$ cat src/rtl/wr_arb_pkg.sv
// Shared types and defaults for the FIFO write-port arbiter.
// Option: WR_ARB_PKT_LOCK_EN (see wr_arbiter.sv).
package wr_arb_pkg;

  typedef enum logic {
    IDLE = 1'b0,
    BUSY = 1'b1
  } state_e;

  localparam int NREQ_DEF   = 4;
  localparam int DWIDTH_DEF = 8;

endpackage

$ cat src/rtl/wr_arbiter_rr_pick.sv
// Rotating-priority selector: first request at or after rr_ptr+1.
// Pure combinational; wr_arbiter registers its result.
module rr_pick #(
  parameter int NREQ = 4
) (
  input  logic [NREQ-1:0]         req,
  input  logic [$clog2(NREQ)-1:0] rr_ptr,
  output logic                    valid,
  output logic [$clog2(NREQ)-1:0] index
);

  localparam int IW = $clog2(NREQ);

  logic [IW-1:0] j;

  // Walk farthest-first so the nearest candidate wins.
  always_comb begin
    valid = |req;
    index = '0;
    j     = '0;
    for (int k = NREQ; k >= 1; k--) begin
      j = IW'((int'(rr_ptr) + k) % NREQ);
      if (req[j]) index = j;
    end
  end

endmodule

$ cat src/rtl/wr_arbiter.sv
// Round-robin write arbiter feeding one FIFO write port.
// Define WR_ARB_PKT_LOCK_EN to hold the grant until req_last.
module wr_arbiter
  import wr_arb_pkg::*;
#(
  parameter int NREQ   = NREQ_DEF,
  parameter int DWIDTH = DWIDTH_DEF
) (
  input  logic                     wclk,
  input  logic                     wrstn,
  input  logic [NREQ-1:0]          req,
  input  logic [NREQ-1:0]          req_last,
  input  logic [NREQ*DWIDTH-1:0]   req_data,
  output logic [NREQ-1:0]          gnt,
  input  logic                     wfull,
  output logic                     wpush,
  output logic [DWIDTH-1:0]        wdata,
  output logic [$clog2(NREQ)-1:0]  owner,
  output logic                     busy
);

  localparam int IW = $clog2(NREQ);

  state_e        state_q, state_d;
  logic [IW-1:0] owner_q, owner_d;
  logic [IW-1:0] rr_ptr_q, rr_ptr_d;

  logic          pick_valid;
  logic [IW-1:0] pick_idx;
  logic          acc;
  logic          rel;
  logic [DWIDTH-1:0] own_data;

  rr_pick #(
    .NREQ(NREQ)
  ) u_pick (
    .req   (req),
    .rr_ptr(rr_ptr_q),
    .valid (pick_valid),
    .index (pick_idx)
  );

  assign own_data = req_data[int'(owner_q)*DWIDTH +: DWIDTH];
  assign acc      = (state_q == BUSY) & req[owner_q] & ~wfull;

`ifdef WR_ARB_PKT_LOCK_EN
  assign rel = acc & req_last[owner_q];
`else
  // Single-beat mode: release on any accepted beat or a dropped request.
  logic unused_last;
  assign unused_last = ^req_last;
  assign rel = acc | ~req[owner_q];
`endif

  always_comb begin
    gnt          = '0;
    gnt[owner_q] = acc;
    wpush        = acc;
    wdata        = acc ? own_data : '0;
  end

  always_comb begin
    state_d  = state_q;
    owner_d  = owner_q;
    rr_ptr_d = rr_ptr_q;
    unique case (state_q)
      IDLE: begin
        if (pick_valid) begin
          state_d = BUSY;
          owner_d = pick_idx;
        end
      end
      BUSY: begin
        if (rel) begin
          state_d  = IDLE;
          rr_ptr_d = owner_q;
        end
      end
      default: state_d = IDLE;
    endcase
  end

  always_ff @(posedge wclk or negedge wrstn) begin
    if (!wrstn) begin
      state_q  <= IDLE;
      owner_q  <= '0;
      rr_ptr_q <= IW'(NREQ - 1);
    end else begin
      state_q  <= state_d;
      owner_q  <= owner_d;
      rr_ptr_q <= rr_ptr_d;
    end
  end

  assign owner = owner_q;
  assign busy  = (state_q == BUSY);

endmodule
$ cat config.mk
export PLATFORM = sky130hd
export DESIGN_NAME = wr_arbiter
export DESIGN_NICKNAME = d
export VERILOG_FILES = /design/src/rtl/wr_arb_pkg.sv /design/src/rtl/wr_arbiter_rr_pick.sv /design/src/rtl/wr_arbiter.sv
export SDC_FILE = /design/constraint.sdc
export NUM_CORES = 1
export LEC_CHECK = 0
export BUFFER_PORTS_ARGS = -buffer_cell sky130_fd_sc_hd__buf_2
export CAP_MARGIN = 20
export CELL_PAD_IN_SITES_DETAIL_PLACEMENT = 1
export CELL_PAD_IN_SITES_GLOBAL_PLACEMENT = 1
export CORE_MARGIN = 2
export CORE_UTILIZATION = 23
export CTS_CLUSTER_DIAMETER = 100
export DETAILED_ROUTE_END_ITERATION = 10
export HOLD_SLACK_MARGIN = 0.06
export PLACE_DENSITY_LB_ADDON = 0.1
export RECOVER_POWER = 100
export SKIP_CTS_REPAIR_TIMING = 1
export SYNTH_ARGS = -nofsm -noshare
export SYNTH_HDL_FRONTEND = slang
export SYNTH_HIERARCHICAL = 1
export SYNTH_SLANG_ARGS = --single-unit
$ cat constraint.sdc
create_clock -name wclk -period 1.6 [get_ports wclk]
set_input_delay 0.32 -clock wclk [delete_from_list [all_inputs] [get_ports wclk]]
set_output_delay 0.32 -clock wclk [all_outputs]
set_load 0.05 [all_outputs]
==> run summary, run 1 <==
FF-to-FF Start - owner[1]
post-synthesis sequential area ratio - 18.1%
Yosys top cell by area - mux4_1
final setup fails - 13
Syn Std Cell Area - 703 um2
min-delay worst type - input port to async pin
slowest cell on the critical path - mux4_2
Placed Area - 1190 um2
kind of capture point of the worst setup path - output pin
VDD IR-drop max - 0.000793 V
Slew HR - 81.1%
failing checks - setup timing
dpl ws - -0.228 ns
DR iter-0 viols - 25
Via Count - 848
share of the synthesized area in the top cell type - 22.4%
post-synthesis compound-gate area fraction - 11.2%
post-DR vias/cell - 4.99
synth warn - 6
minimum clock period - 1.99 ns
Die Y - 59.3 um
setup TNS - -3.71 ns
cell family with most CP delay - multiplexers
Remaining DRCs - 0
final setup margin - -0.388 ns
Total Nets Final - 181
WP buf/inv - 2
crit path launch type - flop
final hold viol count - 0
multiplexer share of the synthesized area - 41.1%
placer congestion estimate - 0.684
reg-to-reg slack, setup - 0.02 ns
fin area - 1380 um2
GR Overflow Total - 0
worst setup path category - flop to output pin
Final Max Slew Viols - 0
CP Data Arrival Time - 1.67 ns
clock root buffer - clkbuf_4
final WL - 2660 um
drt pass-1 iters - 4
Worst Tran Pin Value - 0.284 ns
WL per Instance - 15.7 um
latest clock arrival within the worst-skew pair - 0.25 ns
CTS Buf Count - 3
reg2reg path depth - 4
Final period util - 124%
row cnt - 20
CP cell instances - buf_12 > mux4_2 > and3_4 > buf_8
first-pass GRT wire length - 3610 um
number of max-cap violations - 0
Synth cell types - 26
gr usage total - 13.9%
XOR/XNOR share of the synthesized area - 0%
starting density of the core - 23.6%
critical path fanouts, max - 8
IO Port Bufs - 54
CTS tree - yes
diode count - 0
antenna-violating nets left - 0
Max Clock Skew - 0.00487 ns
CTS H-tree lvls - 1
Yosys reg bits - 5
Filler cells - 336
outcome - complete, but fails checks
maximum operating frequency - 0.503 GHz
adder-cell share of the synthesized area - 0%
Longest Clk Path Bufs - 2
largest family of logic cells by synthesized area - multiplexers
total core area - 2980 um2
DP HPWL - 2040 um
largest net degree at the start of global routing - 11
area growth from synthesis to layout - 96.3%
top cells by area, synth - mux4_1 22%, dfrtp_1 11%, mux4_2 9.6%
Lkg Pwr - 0.644 nW
die area - 3520 um2
IO Pins - 59
share of layout cells above drive strength 1 - 77.4%
synthesized area per cell - 10.7 um2
initial antenna violation count - 0
Die Wd - 59.3 um
critical path required time - 1.28 ns
Post-Synthesis Cells - 66
Post-Syn Nets - 109
Synth Area in Simple Gates - 22.2%
CTS Sinks - 5
RSZ-0062 raised after global routing - yes
clk slew on worst S/H paths - 0.05 ns
power per cell area - 1720 nW/um2
number of global-route vias before repair - 797
Finished Core Util - 46.3%
reg2reg end - rr_ptr_q[1]
crit-path max cell delay - 0.50 ns
[layout make-up]
cell class	count	area, um2	share of cell area, %
well taps	33	41.3	2.99
inverters	4	15.0	1.09
clock buffers	3	22.5	1.63
flip-flops and latches	5	130	9.43
repair buffers	70	539	39.1
multi-input cells	54	627	45.4
clock inverters	1	5.00	0.363
[cell usage in the layout, fill, tap and decap left out, drive strengths merged]
master       synthesis  routed
mux2                 3       3
nor3                 2       2
o221ai               2       2
dlygate4sd3          0       1
o21a                 2       2
and4                 1       1
nor2                 2       2
and3                 8       8
a31oi                1       1
clkinv               0       1
dfrtp                3       3
nor2b                2       2
nor4b                1       1
dfstp                2       2
mux2i                3       3
buf                  4      66
and2b                1       1
o211ai               2       2
a21oi                3       3
nand2b               4       4
clkbuf               0       6
inv                  4       4
mux4                 9      10
nand2                7       7
[power breakdown]
group | switching, mW | leakage (nW) | internal, mW | total (mW)
combinational | 0.945 | 0.573 | 0.946 | 1.89
sequential | 0.124 | 0.0536 | 0.216 | 0.340
clock | 0.0560 | 0.0177 | 0.0906 | 0.147
total | 1.12 | 0.644 | 1.25 | 2.38
[flip-flops by register name (all words and copies together), names as in the netlist]
signal and count:
busy 1, rr_ptr_q 2, owner 2
[Yosys cell counts]
library cell / instances
nand2b_1: 4
a21oi_2: 1
dfstp_2: 2
nor2_1: 2
dfrtp_1: 3
and3_1: 8
inv_1: 4
a21oi_1: 2
o221ai_1: 1
a31oi_1: 1
buf_2: 2
mux4_2: 3
buf_6: 1
nor3_1: 2
o221ai_2: 1
nor4b_1: 1
nand2_1: 7
o211ai_1: 2
mux4_1: 6
nor2b_1: 2
and2b_1: 1
mux2i_1: 3
and4_1: 1
mux2_2: 3
o21a_1: 2
buf_8: 1
[cell families after synthesis]
group | Yosys count
muxes | 15
AOI/OAI and AO/OA | 10
buffers and inverters | 8
and+or+nand+nor | 28
DFF | 5
[worst max-delay path by stage]
stage                  start  endpoint  slack [ns]  depth (start not counted)
floorplan           owner[0]  wdata[5]       -0.29                          4
detailed placement  owner[0]  wdata[3]       -0.23                          4
finish              owner[0]  wdata[3]       -0.39                          4
global placement    owner[0]  wdata[3]       -0.20                          4
global route        owner[0]  wdata[3]       -0.44                          4
CTS                 owner[0]  wdata[3]       -0.50                          4
[routing by layer]
metal	share of wire, %	routed length (um)	track usage [%]
met2	54	1440	26.1
met3	4.5	120	2.62
met5	0	0	0
met1	40	1070	14.7
met4	1.2	33	6.17
[stage by stage]
step	hold WS [ns]	total power, mW	cells
2_1_floorplan	0.0244	1.57	66
4_1_cts	-0.130	2.13	166
3_5_place_dp	0.143	1.97	162
3_3_place_gp	0.140	1.93	162
5_1_grt	0.470	2.53	170
6_report	0.456	2.38	170
[worst reg2reg max path: stages, from the launching register on]
cell and delay, ns:
dfrtp_1 0.48, clkbuf_4 0.29, mux2i_1 0.29, o221ai_2 0.16
mux2_2 0.28
(Power assumes the default switching activity.)
==> run 2: changes to the inputs <==
- RECOVER_POWER: 100 -> 50
==> run 2 against run 1 <==
The run still ends with setup timing left; sequential power up 2%; count of clock-buffer cells in the layout unchanged; first-iteration DRC count unchanged; via count unchanged; largest power group unchanged; clock skew about the same; worst hold slack about the same; register-to-register slack better by 0.03 ns; die area unchanged; design area up 0.63%; highest routed layer unchanged; clock power about the same; critical path type unchanged.
==> run summary, run 2 (same netlist as run 1, synthesis figures left out) <==
GR Overflow Total - 0 (unchanged)
CTS tree - yes
starting density of the core - 23.6% (unchanged)
maximum operating frequency - 0.503 GHz (unchanged)
largest net degree at the start of global routing - 11 (unchanged)
FF-to-FF Start - owner[0]
Final period util - 124% (unchanged)
reg2reg path depth - 5 (+1)
area growth from synthesis to layout - 97.5%
RSZ-0062 raised after global routing - yes
Via Count - 848 (unchanged)
Slew HR - 81.1% (about the same)
fin cells - 170 (unchanged)
Remaining DRCs - 0 (unchanged)
critical path required time - 1.28 ns (about the same)
power per cell area - 1730 nW/um2 (+0.53%)
crit path launch type - flop
DR iter-0 viols - 25 (unchanged)
Die Wd - 59.3 um (unchanged)
gr usage total - 13.9% (unchanged)
number of max-cap violations - 0 (unchanged)
CTS Buf Count - 3 (unchanged)
diode count - 0 (unchanged)
share of layout cells above drive strength 1 - 78.1% (+0.73 points)
min-delay worst type - input port to async pin
critical path fanouts, max - 8 (unchanged)
row cnt - 20 (unchanged)
CP Data Arrival Time - 1.67 ns (about the same)
DP HPWL - 2040 um (unchanged)
final setup fails - 12 (-1)
IO Pins - 59 (unchanged)
power consumption - 2.40 mW (+1.2%)
commonest non-fill, non-tap cells in the layout - 40 x buf_2, 10 x mux4_2, 10 x buf_8, 10 x buf_4, 8 x and3_4
worst setup path category - flop to output pin
initial antenna violation count - 0 (unchanged)
CTS Sinks - 5 (unchanged)
Longest Clk Path Bufs - 2 (unchanged)
failing checks - setup timing
minimum clock period - 1.99 ns (unchanged)
Die Y - 59.3 um (unchanged)
first-pass GRT wire length - 3610 um (unchanged)
clock root buffer - clkbuf_4
post-DR vias/cell - 4.99 (unchanged)
VDD IR-drop max - 0.000813 V (+2.5%)
CTS H-tree lvls - 1 (unchanged)
Total Nets Final - 181 (unchanged)
dpl ws - -0.228 ns (unchanged)
final WL - 2670 um (about the same)
antenna-violating nets left - 0 (unchanged)
total core area - 2980 um2 (unchanged)
placer congestion estimate - 0.684 (unchanged)
latest clock arrival within the worst-skew pair - 0.25 ns (about the same)
most common cell after layout, fill and taps aside - buf_2
reg-to-reg slack, setup - 0.05 ns (+0.03 ns)
Cells after DPL - 162 (unchanged)
Worst Tran Pin Value - 0.283 ns (-0.000229 ns)
die area - 3520 um2 (unchanged)
clk slew on worst S/H paths - 0.05 ns (about the same)
Max Clock Skew - 0.00486 ns (-0.00000250 ns)
reg2reg end - rr_ptr_q[1]
setup TNS - -3.43 ns (+0.276 ns)
IO Port Bufs - 54 (unchanged)
final setup margin - -0.388 ns (unchanged)
Lkg Pwr - 0.646 nW (+0.21%)
Filler cells - 335 (-0.30%)
Finished Core Util - 46.6% (+0.29 points)
WL per Instance - 15.7 um (about the same)
kind of capture point of the worst setup path - output pin
number of global-route vias before repair - 797 (unchanged)
drt pass-1 iters - 4 (unchanged)
outcome - complete, but fails checks
Final Max Slew Viols - 0 (unchanged)
final hold viol count - 0 (unchanged)
run 2: changes by cell type in the layout (fill, tap and decap cells not counted):
cell and change:
buf_2 +1, dfrtp_1 -1, clkbuf_2 -1, dfrtp_2 +1, buf_8 +1, clkbuf_4 -1
run 2: worst max-delay path, stage by stage (launching register included):
cell and delay, ns:
dfrtp_2 0.45, buf_12 0.16, mux4_2 0.50, and3_4 0.17, buf_8 0.14
run 2: area by class of cell:
type / instances / area, um2 / share of cell area (%)
clock buffer: 3 / 22.5 / 1.62
timing repair buffer: 70 / 547 / 39.4
multi-input combinational: 54 / 627 / 45.1
sequential: 5 / 131 / 9.46
inverter: 4 / 15.0 / 1.08
clock inverter: 1 / 5.00 / 0.360
tap: 33 / 41.3 / 2.97
run 2: how the worst max path moves through the flow:
stage | startpoint | endpoint | slack, ns | cells past startpoint
after floorplan | owner[0] | wdata[5] | -0.29 | 4
after global placement | owner[0] | wdata[3] | -0.20 | 4
after detailed placement | owner[0] | wdata[3] | -0.23 | 4
after CTS | owner[0] | wdata[3] | -0.50 | 4
after global routing | owner[0] | wdata[3] | -0.44 | 4
final | owner[0] | wdata[3] | -0.39 | 4
run 2: per-stage QoR:
step                      hold WS (ns)  instance area [um2]
after CTS                       -0.130                 1220
final                            0.457                 1390
after global placement           0.140                 1190
after floorplan                 0.0244                  812
after detailed placement         0.143                 1190
after global routing             0.471                 1390
run 2: routing by layer:
layer / GRT usage [%] / part of all wire, % / routed length [um] / up-vias
met3: 2.62 / 4.5 / 120 / 4
met5: 0 / 0 / 0 / -
li1: - / - / - / 401
met1: 14.7 / 40 / 1070 / 415
met2: 26.1 / 54 / 1440 / 28
met4: 6.17 / 1.2 / 33 / 0
run 2: power by group:
| group | switching [mW] | leakage [nW] | internal (mW) |
|---|---|---|---|
| registers | 0.129 | 0.0525 | 0.219 |
| logic | 0.944 | 0.576 | 0.966 |
| clock network | 0.0560 | 0.0177 | 0.0906 |
| total | 1.13 | 0.646 | 1.28 |
==> run 3: changes to the inputs <==
- CORE_ASPECT_RATIO: default -> 1.25
- CORE_UTILIZATION: 23 -> 28
- clock period: 1.6 -> 2.3 ns (I/O delays scaled with it)
==> run 3 against run 2 <==
The flow now finishes without violations; final cell count is 6.5% lower; design area decreased by 23%; non-clock buffer count fell by 10; routed wire length decreased by 15%; first-iteration DRC count decreased by 60%; critical endpoint unchanged; largest cell class unchanged.
==> run summary, run 3 (same netlist as run 1, synthesis figures left out) <==
maximum operating frequency - 0.450 GHz
fin area - 1070 um2 (-23%)
WL per Instance - 14.3 um (-8.7%)
number of max-cap violations - 0 (unchanged)
outcome - finished, final reports clean
die area - 2930 um2 (-17%)
crit path launch type - flop
setup TNS - 0 ns (+3.43 ns)
gr usage total - 16.5% (+2.6 points)
Slew HR - 61.1% (-20 points)
Die Wd - 48.8 um (-18%)
VDD IR-drop max - 0.000585 V (-28%)
Sw Pwr - 0.665 mW (-41%)
DP HPWL - 1850 um (-9.6%)
worst hold slack - 0.555 ns (+0.0987 ns)
largest net degree at the start of global routing - 13 (+2)
Cells after DPL - 154 (-4.9%)
reg-to-reg slack, setup - 0.82 ns (+0.77 ns)
Clk network pwr share - 7.8% (+1.7 points)
Final Max Slew Viols - 0 (unchanged)
initial antenna violation count - 0 (unchanged)
fin cells - 159 (-6.5%)
antenna-violating nets left - 0 (unchanged)
total core area - 2400 um2 (-19%)
kind of capture point of the worst setup path - output pin
diode count - 0 (unchanged)
starting density of the core - 29.3% (+5.7 points)
IO Pins - 59 (unchanged)
row cnt - 20 (unchanged)
most common cell after layout, fill and taps aside - buf_2
placer congestion estimate - 0.724 (+5.9%)
CTS tree - yes
IO Port Bufs - 54 (unchanged)
RSZ-0062 raised after global routing - yes
combinational power share - 75.2% (-4.2 points)
Filler cells - 312 (-6.9%)
final WL - 2280 um (-15%)
Die Y - 60.0 um (+1.2%)
drt pass-1 iters - 4 (unchanged)
internal cell power - 0.614 mW (-52%)
Placed Area - 1030 um2 (-14%)
Max Clock Skew - 0.000364 ns (-0.00450 ns)
Longest Clk Path Bufs - 2 (unchanged)
Lkg Pwr - 0.570 nW (-12%)
Worst Tran Pin Value - 0.585 ns (+0.302 ns)
final setup fails - 0 (-12)
Reg power frac - 16.9% (+2.4 points)
critical path fanouts, max - 12 (+4)
minimum clock period - 2.22 ns
Switching Fraction - 52.0% (+5.0 points)
GR Overflow Total - 0 (unchanged)
post-DR vias/cell - 4.97 (-0.39%)
CP Data Arrival Time - 1.76 ns (+0.09 ns)
CTS Sinks - 5 (unchanged)
Via Count - 790 (-6.8%)
final setup margin - 0.0778 ns (+0.465 ns)
area growth from synthesis to layout - 52.1%
power per cell area - 1200 nW/um2 (-31%)
Final period util - 96.6%
min-delay worst type - flop to flop
CTS Buf Count - 3 (unchanged)
critical path required time - 1.84 ns (+0.56 ns)
commonest non-fill, non-tap cells in the layout - 52 x buf_2, 8 x and3_1, 7 x nand2_1
Remaining DRCs - 0 (unchanged)
number of global-route vias before repair - 811 (+1.8%)
final hold viol count - 0 (unchanged)
clk slew on worst S/H paths - 0.04 ns (about the same)
CTS H-tree lvls - 1 (unchanged)
Total Nets Final - 170 (-6.1%)
share of layout cells above drive strength 1 - 57.9% (-20 points)
latest clock arrival within the worst-skew pair - 0.24 ns (about the same)
dpl ws - 0.261 ns (+0.489 ns)
worst setup path category - flop to output pin
first-pass GRT wire length - 3740 um (+3.6%)
clock root buffer - clkbuf_4
DR iter-0 viols - 10 (-60%)
run 3: cell types whose count changed in the layout (fill, tap and decap cells not counted), sizes merged:
cell,change
buf,-11
clkbuf,+2
clkinv,-1
mux4,-1
run 3: critical path, stage by stage, from the launching register on:
cell,delay (ns)
dfrtp_1,0.39
buf_6,0.18
mux4_1,0.55
and3_1,0.19
buf_2,0.20
run 3: worst paths after layout:
check | startpoint | to | cells past startpoint
worst max register to register | owner[1] | rr_ptr_q[1] | 4
worst max-delay path | owner[0] | wdata[3] | 4
worst min register to register | rr_ptr_q[0] | rr_ptr_q[0] | 2
min in group asynchronous | wrstn | owner[1] | 2
max in group asynchronous | wrstn | rr_ptr_q[0] | 2
worst min-delay path | rr_ptr_q[0] | rr_ptr_q[0] | 2
run 3: stage by stage:
| stage | util (%) | power, mW |
|---|---|---|
| after floorplan | - | 0.969 |
| after global placement | 43.0 | 1.16 |
| after detailed placement | 43.0 | 1.18 |
| after CTS | 44.1 | 1.29 |
| after global routing | 44.5 | 1.37 |
| final | 44.5 | 1.28 |
run 3: metal layers:
layer	global-route usage, %	part of all wire, %
met1	17.8	40
met2	31.3	52
met3	3.25	7.3
met4	7.35	0.62
met5	0	0
run 3: final cells by class:
type                            instances  area (um2)  share of cell area, %
Timing Repair Buffer                   60         319                   29.8
Clock buffer                            4        26.3                   2.46
Inverter                                4        15.0                   1.40
Multi-Input combinational cell         53         541                   50.5
Tap cell                               33        41.3                   3.86
Sequential cell                         5         128                   11.9
run 3: power groups by stage:
| stage | combinational, mW | sequential (mW) | clock, mW |
|---|---|---|---|
| floorplan | 0.678 | 0.290 | 0 |
| global placement | 0.945 | 0.212 | 0 |
| detailed placement | 0.966 | 0.217 | 0 |
| CTS | 0.967 | 0.215 | 0.109 |
| global route | 1.03 | 0.224 | 0.112 |
| finish | 0.963 | 0.216 | 0.100 |
